[config.mk]
export PLATFORM = sky130hd
export DESIGN_NAME = mem_lane_align
export DESIGN_NICKNAME = d
export VERILOG_FILES = /design/src/rtl/core_pkg.sv /design/src/rtl/mem_lane_align.sv
export SDC_FILE = /design/constraint.sdc
export NUM_CORES = 1
export LEC_CHECK = 0
export ABC_AREA = 1
export CORE_ASPECT_RATIO = 1.1
export CORE_UTILIZATION = 34
export DETAILED_ROUTE_END_ITERATION = 8
export GPL_TIMING_DRIVEN = 0
export PLACE_DENSITY = 0.88
export SETUP_SLACK_MARGIN = 0.4
export SYNTH_ARGS = -nofsm -noshare
export SYNTH_HDL_FRONTEND = slang
export SYNTH_SLANG_ARGS = --single-unit
[constraint.sdc]
create_clock -name vclk -period 1.2
set_input_delay 0.24 -clock vclk [all_inputs]
set_output_delay 0.24 -clock vclk [all_outputs]
set_load 0.05 [all_outputs]
[src/rtl/core_pkg.sv]
// Shared types and funct3 codes for the core's memory path.
// Holds the bridge FSM encoding, the APB request payload and the lane helpers.
package core_pkg;

    localparam int unsigned XLEN   = 32;
    localparam int unsigned STRB_W = XLEN / 8;

    typedef enum logic [1:0] {
        ST_IDLE   = 2'd0,
        ST_SETUP  = 2'd1,
        ST_ACCESS = 2'd2,
        ST_DONE   = 2'd3
    } bridge_state_e;

    localparam logic [2:0] F3_LB  = 3'b000;
    localparam logic [2:0] F3_LH  = 3'b001;
    localparam logic [2:0] F3_LW  = 3'b010;
    localparam logic [2:0] F3_LBU = 3'b100;
    localparam logic [2:0] F3_LHU = 3'b101;
    localparam logic [2:0] F3_SB  = 3'b000;
    localparam logic [2:0] F3_SH  = 3'b001;
    localparam logic [2:0] F3_SW  = 3'b010;

    typedef struct packed {
        logic [XLEN-1:0]   paddr;
        logic              pwrite;
        logic [XLEN-1:0]   pwdata;
        logic [STRB_W-1:0] pstrb;
    } apb_req_t;

    // Unsupported size codes and misaligned halves/words never reach the bus.
    function automatic logic access_fault(input logic [2:0] f3, input logic [1:0] lo);
        logic fault;
        case (f3)
            F3_LB, F3_LBU: fault = 1'b0;
            F3_LH, F3_LHU: fault = lo[0];
            F3_LW:         fault = |lo;
            default:       fault = 1'b1;
        endcase
        return fault;
    endfunction

    function automatic logic [STRB_W-1:0] lane_strb(input logic [2:0] f3, input logic [1:0] lo);
        logic [STRB_W-1:0] strb;
        case (f3)
            F3_SB, F3_LBU: strb = 4'b0001 << lo;
            F3_SH, F3_LHU: strb = 4'b0011 << {lo[1], 1'b0};
            F3_SW:         strb = 4'b1111;
            default:       strb = 4'b1111;
        endcase
        return strb;
    endfunction

    function automatic logic [XLEN-1:0] lane_wdata(input logic [2:0] f3, input logic [XLEN-1:0] wd);
        logic [XLEN-1:0] data;
        case (f3)
            F3_SB, F3_LBU: data = {4{wd[7:0]}};
            F3_SH, F3_LHU: data = {2{wd[15:0]}};
            default:       data = wd;
        endcase
        return data;
    endfunction

endpackage

[src/rtl/mem_lane_align.sv]
// Moves the addressed load lane down to bit 0 and applies sign/zero extension.
module mem_lane_align
    import core_pkg::*;
(
    input  logic [XLEN-1:0] rdata,
    input  logic [1:0]      addr_lo,
    input  logic [2:0]      funct3,
    output logic [XLEN-1:0] data_c
);

    logic [XLEN-1:0] shifted;

    always_comb begin
        shifted = rdata >> {addr_lo, 3'b000};
        data_c  = '0;
        case (funct3)
            F3_LB:   data_c = {{24{shifted[7]}}, shifted[7:0]};
            F3_LH:   data_c = {{16{shifted[15]}}, shifted[15:0]};
            F3_LW:   data_c = shifted;
            F3_LBU:  data_c = {24'h0, shifted[7:0]};
            F3_LHU:  data_c = {16'h0, shifted[15:0]};
            default: data_c = '0;
        endcase
    end

endmodule

==> metrics.txt, run 1 <==
Error [ERROR DPL-0038] Utilization greater than 100%, impossible to legalize; Worst endpoint type output port; share of the synthesized area in the top cell type 0.321; largest net degree at the start of global routing 11; Mapped Cells 192; post-synth cell types 23; Die W 53.8 µm; syn_nets approximately 230; placer congestion estimate roughly 0.88; # rows 20; pre-CTS setup slack -1480 ps; yosys warns 0; IO Count slightly below 70; Post-DP HPWL 3120 µm; post-synthesis sequential area ratio 0; Initial Util 0.362; synth top area cells nand2_1, nand3_1, nand3_2, buf_6, nor2_1; GR repair worst EP data_c[0]; Port-buffer cells between 60 and 70; Die H slightly below 60 µm; Syn Area/Cell about 5.2 µm²; status did not finish; Exit stage global routing (5_1_grt); synthesized area 0.00100 mm²; largest area contributor in the netlist nand2_1; hold buffer count at CTS 0
## cell usage after synthesis
cell     number
nand2_1      86
nand3_1      33
nor2_1       14
nand3_2      11
buf_6         8
buf_2         5
nor3_1        5
a21oi_1       4
a21oi_2       3
inv_1         3
nand2_2       3
nor2_2        3
inv_2         2
inv_4         2
nor3_2        2
and3_1        1
buf_4         1
buf_8         1
nand2_4       1
nand3_4       1
nor2_4        1
o21ai_0       1
o21ai_1       1
## repair_timing
item                                    4_1_cts
pin swaps                                    35
endpoints found under the setup margin       32
cloned                                        6
hold endpoints to repair                      0
gates resized for setup                     359
buffers inserted                             21
## cells by family after synthesis
logic type             Yosys count  share of synthesized area
AO/OA/AOI/OAI                    9                     0.0560
buffers and inverters           22                      0.168
AND/OR/NAND/NOR                161                      0.776
## per-stage QoR
step | instances | instance area (µm²)
2_1_floorplan | 192 | 1330
3_3_place_gp | 292 | 2040
3_5_place_dp | 292 | 2040
4_1_cts | 319 | 2670
==> run 2, diff against run 1 <==
- CORE_AREA: default -> 2 2 63 65
- CORE_ASPECT_RATIO: 1.1 -> default
- CORE_UTILIZATION: 34 -> default
- DIE_AREA: default -> 0 0 65 67
- PLACE_DENSITY: 0.88 -> default
- PLACE_DENSITY_LB_ADDON: default -> 0.15
- SETUP_SLACK_MARGIN: 0.4 -> default
- clock period: 1.2 -> 1.6 ns (I/O delays scaled with it)
==> run 2 against run 1 <==
Net effect:
- the flow now finishes, with violations (setup timing)
- synthesized cell count did not move
- area after synthesis is the same
==> metrics.txt, run 2 <==
Final ANT Viol Nets 0; Vias 1800; synthesized area 0.00100 mm² (unchanged); unrepaired setup endpoints after global routing yes; PD cells 367 mW/mm²; Pleak between 1.5 and 2 nW; share of the synthesized area in the top cell type 0.321 (unchanged); Final Net Count 330; Post-synth top cells nand2_1, nand3_1, nor2_1; Crit path arrival time roughly 1400 ps; clock buffers 0; drt via density 5.31; Die H 67 µm (+14%); yosys warns 0 (unchanged); Pins Over Slew Limit 0; Post-DP HPWL 3090 µm (-1.2%); Initial Util 0.279 (-0.0831); Min-Delay Path Class in -> out; core area around 0.0036 mm²; fin area between 0.003 and 0.004 mm²; Fmax just under 0.6 GHz; status finished, violations left; largest net degree at the start of global routing 11; violated checks setup timing; worst path required time around 1300 ps; Worst Setup End Kind output pin; Setup TNS -2050 ps; initial antenna violation count 0; GR Overflow Total 0; post-synthesis sequential area ratio 0 (unchanged); global-route wire length before repair roughly 8000 µm; synth top area cells nand2_1, nand3_1, nand3_2, buf_6, nor2_1; # rows 22 (+10%); Mapped Cells 192 (unchanged); die area 0.00436 mm²; Port-buffer cells 67 (unchanged); vias in the first global route between 1500 and 2000; Seq. cell area 0 µm²; final worst setup slack -106 ps; crit path time final between 1500 and 2000 ps; top-count cell post-synth nand2_1; Max Cap Viol 0; Tot Pwr roughly 0.0011 W; CP Max Fanout 6; Layout area overhead 206%; DP Area 0.00190 mm² (-6.7%); gr usage total 0.232; multi-input logic area between 0.0015 and 0.002 mm²; WS Path Type in -> out; number of flip-flops and latches 0; DRC 0; IO Count 69 (unchanged); largest area contributor in the netlist nand2_1; Die W 65 µm (+21%); placer congestion estimate 0.817 (-7.0%); Hold Worst Slack approximately 1100 ps; drt pass-1 iters 4; final wirelength 6490 µm; fin crit share 1.07; # fillers around 190; Worst Max-Slew Pin Slew 328 ps; VDD IR max about 0.00021 V; layout cell share with drive strength beyond 1 0.694; commonest non-fill, non-tap cell in the layout nand2_1; drt initial violations 124; Syn Area/Cell 5.23 µm² (unchanged); commonest cells after routing, fill and taps aside nand2_1, buf_8, buf_6; Hold Violations, Final 0; Startpoint Class primary input; syn_nets 229 (unchanged); final setup vio count 32; drt wl/cell roughly 19 µm; n_diodes 0; post-synth cell types 23 (unchanged); relative slew slack 0.779
## run 2: layout make-up
type                            instances  share of cell area
Buffer                                 14              0.0663
Timing Repair Buffer                  100               0.386
Tap cell                               48              0.0195
Multi-Input combinational cell        170               0.510
Inverter                                7              0.0175
## run 2: repair_timing
item                       CTS  global route
setup buffers               24             2
hold buffers                 0             0
gates cloned                 5             3
pin swaps                   35            40
resized for setup          332           137
setup endpoints to repair   32            32
## run 2: cell families (layout without fill, tap and decap cells)
family	Yosys count	count (layout)	share of synthesized area
simple gates	161	161	0.776
compound gates	9	9	0.0560
buf+inv	22	121	0.168
## run 2: final timing paths
kind	from	endpoint	slack, ps	cells after the start
hold / removal	rdata[31]	data_c[31]	1090	4
setup / recovery	addr_lo[0]	data_c[20]	-110	10
## run 2: critical path: stages
cell      delay (ps)
buf_12           100
clkinv_8          70
buf_12           150
buf_16           140
nand2_1           70
nand2_2           70
buf_4            140
nand2_2           90
nand3_4           70
buf_8            150
## run 2: report_power, final
part / switching (W) / internal [W]
registers: 0 / 0
logic: 0.000647 / 0.000481
clock network: 0 / 0
total: 0.000647 / 0.000481
## run 2: metrics by stage
step	std cells	worst slack, ps	utilization
final	339	-106	0.853
after global routing	339	-146	0.853
after CTS	336	-92.2	0.678
after detailed placement	307	-1320	0.528
after global placement	307	-1310	0.528
after floorplan	192	-109	-
## run 2: per-layer routing
metal	global-route usage	wire length, µm
met4	0.0426	225
met1	0.296	2370
met3	0.0101	403
met2	0.433	3490
met5	0	0
Note: power is estimated with default switching activity, not from simulation.
